`config.mk`:
```
export PLATFORM = sky130hd
export DESIGN_NAME = pipeline_hazard_ctrl
export DESIGN_NICKNAME = d
export VERILOG_FILES = /design/src/rtl/pipeline_hazard_ctrl.sv
export SDC_FILE = /design/constraint.sdc
export NUM_CORES = 1
export LEC_CHECK = 0
export CORE_ASPECT_RATIO = 0.6
export CORE_UTILIZATION = 38
export CTS_BUF_LIST = sky130_fd_sc_hd__clkbuf_4 sky130_fd_sc_hd__clkbuf_8
export CTS_CLUSTER_SIZE = 16
export DETAILED_ROUTE_END_ITERATION = 8
export PLACE_DENSITY_LB_ADDON = 0.2
export SLEW_MARGIN = 10
export SYNTH_ARGS = -nofsm -noshare
export SYNTH_HDL_FRONTEND = slang
export SYNTH_SLANG_ARGS = --single-unit
```
`constraint.sdc`:
```
create_clock -name clk -period 1.5 [get_ports clk]
set_clock_uncertainty 0.2 [all_clocks]
set_input_delay 0.225 -clock clk [delete_from_list [all_inputs] [get_ports clk]]
set_output_delay 0.225 -clock clk [all_outputs]
set_load 0.05 [all_outputs]
```
`src/rtl/pipeline_hazard_ctrl.sv`:
```
// Pipeline hazard sequencer: cache freeze, load-use bubble, branch flush/redirect.
// Optional event counters enabled by defining PIPE_HAZARD_PERF_EN.
module pipeline_hazard_ctrl #(
    parameter int FLUSH_CYCLES = 1,
    parameter int CNT_W        = 3
) (
    input  logic        clk,
    input  logic        rst,
    input  logic [4:0]  id_rs1_addr,
    input  logic [4:0]  id_rs2_addr,
    input  logic        id_rs1_valid,
    input  logic        id_rs2_valid,
    input  logic [4:0]  ex_rd_addr,
    input  logic        ex_rd_valid,
    input  logic        ex_is_load,
    input  logic        branch_taken,
    input  logic [31:0] branch_target,
    input  logic        icache_stall,
    input  logic        dcache_stall,
    output logic        cache_stall,
    output logic        pc_stall,
    output logic        if_id_stall,
    output logic        hazard_stall,
    output logic        if_id_flush,
    output logic        id_ex_flush,
    output logic        pc_redirect,
    output logic [31:0] redirect_pc,
    output logic        busy_flush
`ifdef PIPE_HAZARD_PERF_EN
    ,
    output logic [31:0] perf_cache_stall_cycles,
    output logic [31:0] perf_load_use_bubbles,
    output logic [31:0] perf_redirects
`endif
);

    typedef enum logic [1:0] {RUN, PEND, FLUSH} state_t;

    localparam logic [CNT_W-1:0] CNT_INIT = CNT_W'(FLUSH_CYCLES - 1);
    localparam bit               MULTI    = (FLUSH_CYCLES > 1);

    state_t           state;
    logic [CNT_W-1:0] cnt;
    logic [31:0]      pc_q;
    logic             load_use;

    assign load_use = ex_is_load & ex_rd_valid & (ex_rd_addr != 5'd0) &
                      ((id_rs1_valid & (id_rs1_addr == ex_rd_addr)) |
                       (id_rs2_valid & (id_rs2_addr == ex_rd_addr)));

    always_comb begin
        cache_stall  = icache_stall | dcache_stall;
        busy_flush   = (state != RUN);
        pc_stall     = 1'b0;
        if_id_stall  = 1'b0;
        hazard_stall = 1'b0;
        if_id_flush  = 1'b0;
        id_ex_flush  = 1'b0;
        pc_redirect  = 1'b0;
        redirect_pc  = pc_q;
        if (!cache_stall) begin
            case (state)
                RUN: begin
                    // Branch wins over load-use: the dependent instruction is wrong-path.
                    if (branch_taken) begin
                        if_id_flush = 1'b1;
                        id_ex_flush = 1'b1;
                        pc_redirect = 1'b1;
                        redirect_pc = branch_target;
                    end else if (load_use) begin
                        pc_stall     = 1'b1;
                        if_id_stall  = 1'b1;
                        hazard_stall = 1'b1;
                    end
                end
                PEND: begin
                    if_id_flush = 1'b1;
                    id_ex_flush = 1'b1;
                    pc_redirect = 1'b1;
                end
                FLUSH: begin
                    if_id_flush = 1'b1;
                    id_ex_flush = 1'b1;
                end
                default: ;
            endcase
        end
    end

    always_ff @(posedge clk or posedge rst) begin
        if (rst) begin
            state <= RUN;
            cnt   <= '0;
            pc_q  <= '0;
        end else begin
            case (state)
                RUN: begin
                    if (branch_taken) begin
                        pc_q <= branch_target;
                        if (cache_stall) begin
                            state <= PEND;
                        end else if (MULTI) begin
                            state <= FLUSH;
                            cnt   <= CNT_INIT;
                        end
                    end
                end
                PEND: begin
                    if (!cache_stall) begin
                        if (MULTI) begin
                            state <= FLUSH;
                            cnt   <= CNT_INIT;
                        end else begin
                            state <= RUN;
                        end
                    end
                end
                FLUSH: begin
                    // A stalled cycle does not count toward the flush length.
                    if (!cache_stall) begin
                        cnt <= cnt - CNT_W'(1);
                        if (cnt <= CNT_W'(1)) state <= RUN;
                    end
                end
                default: state <= RUN;
            endcase
        end
    end

`ifdef PIPE_HAZARD_PERF_EN
    always_ff @(posedge clk or posedge rst) begin
        if (rst) begin
            perf_cache_stall_cycles <= '0;
            perf_load_use_bubbles   <= '0;
            perf_redirects          <= '0;
        end else begin
            if (cache_stall)  perf_cache_stall_cycles <= perf_cache_stall_cycles + 32'd1;
            if (hazard_stall) perf_load_use_bubbles   <= perf_load_use_bubbles + 32'd1;
            if (pc_redirect)  perf_redirects          <= perf_redirects + 32'd1;
        end
    end
`endif

endmodule

```
Word level (Yosys, flattened, before mapping) --
Index checks and enable logic that the tools add are counted. Widths: inputs -> output; s select.
Word-level totals: bits in registers 37, bits of input ports 56, output and inout port bits 40, logic and storage cells 46
Operators by class: $add $sub $neg 1, magnitude comparators 1, equality and inequality tests 9, muxes and demuxes 18, bitwise logic cells 8, reduce and logical (&&, ||, !) cells 6
Operators by type and width (count):
- $mux 32 | 3
- $eq 5x5->1 | 2
- $mux 2 | 5
- $ne 2x2->1 const B | 5
- $mux 1 | 7
- $pmux 2 s3 | 1
- $and 1x1->1 | 5
- $reduce_and 5->1 | 1
- $reduce_bool 5->1 | 1
- $pmux 1 s2 | 2
- $le 3x1->1 const B | 1
- $sub 3x1->3 const B | 1
- $eq 2x1->1 const B | 1
- $eq 2x2->1 const B | 1
- $logic_not 2->1 | 1
- $or 1x1->1 | 2
- $reduce_and 2->1 | 1
- $reduce_bool 2->1 | 1
- $reduce_or 2->1 | 1
- $not 1->1 | 1

Longest topological paths before layout --
Gate-level depths: netlist of run 1.
depth in word-level cells 8, depth in mapped cells 6, gate-level depth less buffers 4

Least setup slack after synthesis of run 1 --
OpenSTA, ideal clock, no wires.
kind input-to-output, start point in dcache_stall, end point out if_id_flush, arrival time 2.102 ns, data required time 1.075 ns, slack -1.027 ns, stages on the path 5, path buffers 2, cell sequence nor2_2 inv_2 clkbuf_1 nor2_1 buf_4
On the way: longest elaborated chain between the ends 2
RTL lines:
- from (decl) | line 19 | input logic dcache_stall,
- $or 1x1->1 | line 52 | cache_stall = icache_stall | dcache_stall;
- named net cache_stall | line 20 | output logic cache_stall,
- $mux 1
- to (decl) | line 24 | output logic if_id_flush,
The timed path passes the listed nets, and every way through them passes these cells.

Worst setup path after layout of run 1 --
start point reg state[0], end point out redirect_pc[7]
On the way: longest elaborated chain between the ends 3
RTL lines:
- from (decl) | line 42 | state_t state;
- from (signal assigned) | line 92 | state <= RUN;
- from (signal assigned) | line 101 | state <= PEND;
- from (signal assigned) | line 103 | state <= FLUSH;
- $logic_not 2->1 | line 62 | case (state)
- $mux 32 | line 62
- $mux 32 | line 61 | if (!cache_stall) begin
- to (decl) | line 27 | output logic [31:0] redirect_pc,
Every way passes these cells.

==> results of run 1 <==
-- cells by family (layout without fill, tap and decap cells) --
logic type	after synthesis	count (layout)	share of synthesized area, %
muxes	32	32	24.1
DFF	33	33	42.0
and+or+nand+nor	108	108	22.0
xor gates and xnor gates	10	10	4.46
AOI/OAI and AO/OA	1	1	0.636
buffers and inverters	16	138	6.87
-- what timing repair did --
action	CTS	global route
endpoints found under the hold margin	0	0
gates resized for setup	89	11
gates cloned	1	0
buffers inserted	10	3
setup endpoints to repair	69	69
pin swaps	23	8
-- power groups by stage --
stage | sequential [W] | combinational, W | clock, W
2_1_floorplan | 0.00116 | 0.00151 | 0
3_3_place_gp | 0.00117 | 0.00206 | 0
3_5_place_dp | 0.00118 | 0.00209 | 0
4_1_cts | 0.00117 | 0.00244 | 0.000727
5_1_grt | 0.00119 | 0.00260 | 0.000763
6_report | 0.00117 | 0.00249 | 0.000713
-- worst register-to-register path: stages (launching register included) --
cell and delay (ns):
dfrtp_2 0.43, nor2b_4 0.16, buf_6 0.15, buf_12 0.14, mux2_4 0.33, buf_4 0.14
-- stage by stage --
stage,setup TNS [ns],power [W],setup WS [ns],utilization (%),area [um2]
2_1_floorplan,-15.44,0.00268,-0.616,-,2340
3_3_place_gp,-37.08,0.00323,-0.794,70.9,3390
3_5_place_dp,-38.14,0.00327,-0.824,70.9,3390
4_1_cts,-24.92,0.00434,-0.695,80.6,3850
5_1_grt,-27.81,0.00456,-0.739,81.8,3910
6_report,-24.83,0.00438,-0.687,81.8,3910
-- sequential cells by signal (all words and copies together), names as in the netlist --
register / count
pc_q: 32
state: 1
-- path summary, 6_finish.rpt --
| check | startpoint | end | cells after the start |
|---|---|---|---|
| max in group asynchronous | rst | state[0] | 3 |
| min reg2reg | pc_q[2] | pc_q[2] | 1 |
| min in group clk | pc_q[2] | pc_q[2] | 1 |
| min | rst | pc_q[28] | 3 |
| max reg2reg | state[0] | pc_q[7] | 5 |
| max | state[0] | redirect_pc[7] | 7 |
-- metal layers --
metal  up-vias  global-route usage, %
li1        872                      -
met1       873                   26.7
met2        61                   38.2
met3         4                   5.91
met4         0                   3.68
met5         -                      0
-- cell usage in the layout, fill, tap and decap left out, types with 6 or more instances in the layout --
master	count
buf_12	13
buf_4	16
buf_6	28
buf_8	15
clkbuf_8	6
clkdlybuf4s50_1	39
dfrtp_1	32
dlygate4sd2_1	12
mux2_4	30
nand2_1	32
nand2_2	19
nand2_4	45
xor2_1	8
-- area by class of cell --
class                           instances  area [um2]  share of cell area [%]
Clock buffer                            8        97.6                    2.50
Multi-Input combinational cell        151        1420                    36.3
Inverter                                2        10.0                   0.256
Timing Repair Buffer                  128        1480                    37.8
Tap cell                               63        78.8                    2.02
Sequential cell                        33         827                    21.2
==> flow_metrics.py, run 1 <==
metrics = {
    "setup_path": {
        "worstPathBufferInverterCount": 3,
        "critPathMaxStageDelay_ns": 0.43,
        "reg2reg_setup_slack_ns": -0.15,
        "cp.required_ns": 1.07,
        "critPathMostFrequentCell": "nand2_4",
        "cp-start-kind": "flop",
        "slowest_stage": "dfrtp_2",
        "worstSetupPathType": "reg -> out",
        "cp_top_family": "buffers and inverters",
        "worstPathArrival_ns": 1.76,
        "crit_fanout": 8,
        "path_cells": "nor2b_4 -> buf_6 -> buf_12 -> mux2_4 -> nand2_4 -> nand2_4 -> buf_8",
        "end_kind": "primary output",
    },
    "grt": {
        "grt_usage_pct": 21.5,
        "grt_pass1_wl_um": 8990,
        "grt_pass1_vias": 1887,
        "grt-ovfl-total": 0,
        "grt_antenna_before_repair": 0,
        "grt_max_degree": 34,
    },
    "hold_path": {
        "hold_path.class": "in -> async",
    },
    "power_and_ir_drop": {
        "p_sw_share_pct": 40.3,
        "pwr-share-comb_pct": 56.9,
        "pwr-share-seq_pct": 26.8,
        "p_sw_w": 0.00176,
        "internal-power_w": 0.00261,
        "cellPowerDensity_mw_per_mm2": 1120,
        "power.share.clock_pct": 16.3,
        "vdd_drop_max_uv": 675,
        "p_leak_nw": 1.89,
    },
    "clock_network": {
        "clock_latency_ns": 0.28,
        "postCtsHoldBufs": 0,
        "numCtsBuffers": 5,
        "clkSlewWorstSetupHoldPaths_ns": 0.07,
        "cts.sinks": 33,
        "cts_tree": "done",
        "cts-htree-levels": 2,
        "clockRootBuffer": "clkbuf_8",
        "cts_buffer_depth": 2,
    },
    "run_status": {
        "outcome": "complete, but fails checks",
        "violations": "setup timing",
    },
    "synth": {
        "synth_cell_type_count": 21,
        "synth_most_common_cell": "nand2_1",
        "ys.flop_type": "dfrtp_1",
        "synth_area_per_cell_um2": 9.83,
        "syn_area_mm2": 0.00197,
        "ys_warn_count": 0,
        "synth_area_leaders": "dfrtp_1 (42%), mux2_4 (23%), nand2_1 (18%)",
        "yosysSeqAreaShare_pct": 42.0,
        "synth_common_cells": "nand2_1 (96), dfrtp_1 (33), mux2_4 (30)",
        "ys_async_sr_fraction_pct": 100,
        "yosysTopAreaCell": "dfrtp_1",
        "synth-seq-cells": 33,
        "synth_edf_count": 0,
        "syn_nets": 256,
        "yosysTopAreaCellShare_pct": 42.0,
        "synth_cells": 200,
    },
    "timing": {
        "period_share_pct": 146,
        "fin_crit_ns": 2.19,
        "hold_violations": 0,
        "setup_slack_ns": -0.687,
        "setup_viol": 53,
        "tightest_slew_ns": 0.257,
        "relSlewSlack_pct": 82.7,
        "max_clock_freq_mhz": 457,
        "hold_slack_ns": 0.104,
        "slew_viol_final": 0,
        "rsz0062_at_grt": "true",
    },
    "routing": {
        "met1Wirelength_um": 2570,
        "wl_per_cell_um": 14.8,
        "wl_met2_um": 2800,
        "drcViolationCount": 0,
        "dr.pass1.iters": 4,
        "vias": 1810,
        "drt_iter0_drc": 18,
        "met3WireLength_um": 314,
        "top_layer": "met4",
        "vias_per_cell": 4.70,
        "ant_nets": 0,
        "drt-total-wl_um": 5700,
    },
    "place": {
        "gp_congestion": 0.737,
        "place_inst": 363,
        "hpwlAfterDp_um": 4060,
        "io_buffers": 95,
    },
    "floorplanning": {
        "start_util_pct": 41.1,
        "core-area_mm2": 0.00478,
        "num_io_pins": 96,
        "fp.dieH_um": 57.7,
        "row_count": 19,
        "dieArea_mm2": 0.00547,
        "die_x_um": 94.9,
    },
    "flow_run": {
        "drv_cap": 0,
    },
    "finish": {
        "fin_cells": 385,
        "diodes": 0,
        "final_nets": 377,
        "drive_above_1_share_pct": 57.5,
        "area_growth_pct": 98.9,
        "filler_cell_count": 297,
    },
}
No activity file was read; power rests on OpenSTA's default activity.
==> run 2: changes to the inputs <==
- ABC_CLOCK_PERIOD_IN_PS: default -> 1500
- CTS_CLUSTER_DIAMETER: default -> 60
- SKIP_CTS_REPAIR_TIMING: default -> 1
==> run 2 against run 1 <==
The run still ends with setup timing left. Flip-flop and latch count did not move. Clock power about the same. Via count is 0.72% higher. Sequential share of layout area shrank 0.76 points. Clock-buffer cell count stayed put. Sequential power is essentially flat. Utilization increased by 3.0 points. Cell count decreased by 0.52%. Hold slack worse by 0.0015 ns. Non-clock buffer count shrank 2. Cell area up 3.7%. Critical endpoint is now redirect_pc[14]. Highest routed layer is now met3.
==> flow_metrics.py, run 2 (synthesis results as in run 1) <==
metrics = {
    "clock_network": {
        "cts_buffer_depth": 2,
        "clockRootBuffer": "clkbuf_8",
        "cts.sinks": 33,
        "clock_latency_ns": 0.28,
        "cts_tree": "done",
        "numCtsBuffers": 5,
        "cts-htree-levels": 2,
        "clkSlewWorstSetupHoldPaths_ns": 0.07,
    },
    "timing": {
        "setup_slack_ns": -0.665,
        "period_share_pct": 144,
        "rsz0062_at_grt": "true",
        "tightest_slew_ns": 0.305,
        "hold_violations": 0,
        "relSlewSlack_pct": 79.7,
        "max_clock_freq_mhz": 462,
        "setup_viol": 46,
        "slew_viol_final": 0,
        "fin_tns_setup_ns": -23.20,
        "fin_crit_ns": 2.16,
    },
    "routing": {
        "vias_per_cell": 4.76,
        "wl_per_cell_um": 15.6,
        "dr.pass1.iters": 4,
        "drcViolationCount": 0,
        "vias": 1823,
        "drt_iter0_drc": 25,
        "ant_nets": 0,
        "drt-total-wl_um": 5970,
    },
    "finish": {
        "area_growth_pct": 106,
        "diodes": 0,
        "regMostFlops": "pc_q",
        "largest_register_ffs": 32,
        "reg.largest.list": "pc_q (32), state (1)",
        "layout_common_cells": "nand2_4 (59), clkdlybuf4s50_1 (39), mux2_4 (32), nand2_1 (32), dfrtp_1 (32)",
        "final_nets": 375,
        "drive_above_1_share_pct": 56.9,
        "filler_cell_count": 245,
        "final_area_mm2": 0.00406,
        "mostFrequentLayoutCell": "nand2_4",
    },
    "setup_path": {
        "end_kind": "primary output",
        "worstPathArrival_ns": 1.74,
        "crit_fanout": 7,
        "r2r_cells": 5,
        "cp.required_ns": 1.07,
        "worstSetupPathType": "reg -> out",
        "r2r_end": "pc_q[16]",
        "reg2reg_setup_slack_ns": -0.12,
        "regToRegStartpoint": "state[0]",
        "cp-start-kind": "flop",
    },
    "run_status": {
        "outcome": "complete, but fails checks",
        "violations": "setup timing",
    },
    "grt": {
        "grt_antenna_before_repair": 0,
        "grt_usage_pct": 19.4,
        "grt_pass1_wl_um": 8160,
        "grt_pass1_vias": 1743,
        "grt_max_degree": 34,
        "grt-ovfl-total": 0,
    },
    "place": {
        "gp_congestion": 0.737,
        "hpwlAfterDp_um": 4060,
        "io_buffers": 95,
        "dpl_cell_area_mm2": 0.00339,
    },
    "floorplanning": {
        "row_count": 19,
        "num_io_pins": 96,
        "fp.dieH_um": 57.7,
        "start_util_pct": 41.1,
        "die_x_um": 94.9,
        "dieArea_mm2": 0.00547,
        "core-area_mm2": 0.00478,
    },
    "power_and_ir_drop": {
        "cellPowerDensity_mw_per_mm2": 1110,
        "vdd_drop_max_uv": 842,
        "p_leak_nw": 2.11,
    },
    "hold_path": {
        "hold_path.class": "in -> async",
    },
    "flow_run": {
        "drv_cap": 0,
    },
}
-- run 2: changes by cell type in the layout (fill, tap and decap cells not counted), moves of 2 or more --
| cell | delta |
|---|---|
| buf_8 | +14 |
| buf_6 | -14 |
| nand2_2 | -14 |
| clkdlybuf4s15_1 | -3 |
| dlymetal6s2s_1 | +16 |
| nand2_4 | +14 |
| buf_12 | -2 |
| mux2_2 | -2 |
| dlygate4sd2_1 | -12 |
| mux2_4 | +2 |
-- run 2: area by class of cell --
type	instances	area, um2	area share [%]
repair buffers	126	1550	38.2
multi-input cells	151	1500	36.9
flip-flops and latches	33	827	20.4
clock buffers	8	97.6	2.41
well taps	63	78.8	1.94
inverters	2	7.51	0.185
-- run 2: power by group --
group / switching, W / internal [W] / total (W)
clock network: 0.000304 / 0.000410 / 0.000714
logic: 0.00141 / 0.00120 / 0.00261
registers: 0.000106 / 0.00107 / 0.00118
total: 0.00182 / 0.00268 / 0.00450
-- run 2: stage by stage --
step,power (W),util (%),setup WS (ns),instances,hold WS [ns]
2_1_floorplan,0.00268,-,-0.616,200,0.154
4_1_cts,0.00399,73.0,-0.835,371,0.101
5_1_grt,0.00468,84.9,-0.713,383,0.128
3_3_place_gp,0.00323,70.9,-0.794,363,0.303
3_5_place_dp,0.00327,70.9,-0.824,363,0.309
6_report,0.00450,84.9,-0.665,383,0.102
-- run 2: worst max path at each step --
stage / from / endpoint / slack [ns] / cells after the start
after floorplan: state[0] / if_id_stall / -0.62 / 4
after global placement: ex_rd_addr[2] / if_id_stall / -0.79 / 7
after detailed placement: ex_rd_addr[2] / if_id_stall / -0.82 / 7
after CTS: ex_rd_addr[2] / if_id_stall / -0.84 / 7
after global routing: state[0] / redirect_pc[14] / -0.71 / 7
final: state[0] / redirect_pc[14] / -0.66 / 7
-- run 2: critical path, cell delays in order (launching register included) --
cell and delay (ns):
dfrtp_2 0.43, nor2b_4 0.14, buf_6 0.13, clkbuf_16 0.16
mux2_4 0.33, nand2_4 0.07, nand2_4 0.05, buf_8 0.14
-- run 2: metal layers --
layer  up-vias  track usage, %  routed length [um]  part of all wire, %
met1       895            25.7                2650                   44
met3         0            6.43                 300                  5.0
met2        57            32.0                3020                   51
met5         -               0                   0                    0
li1        871               -                   -                    -
met4         0            2.60                   0                    0
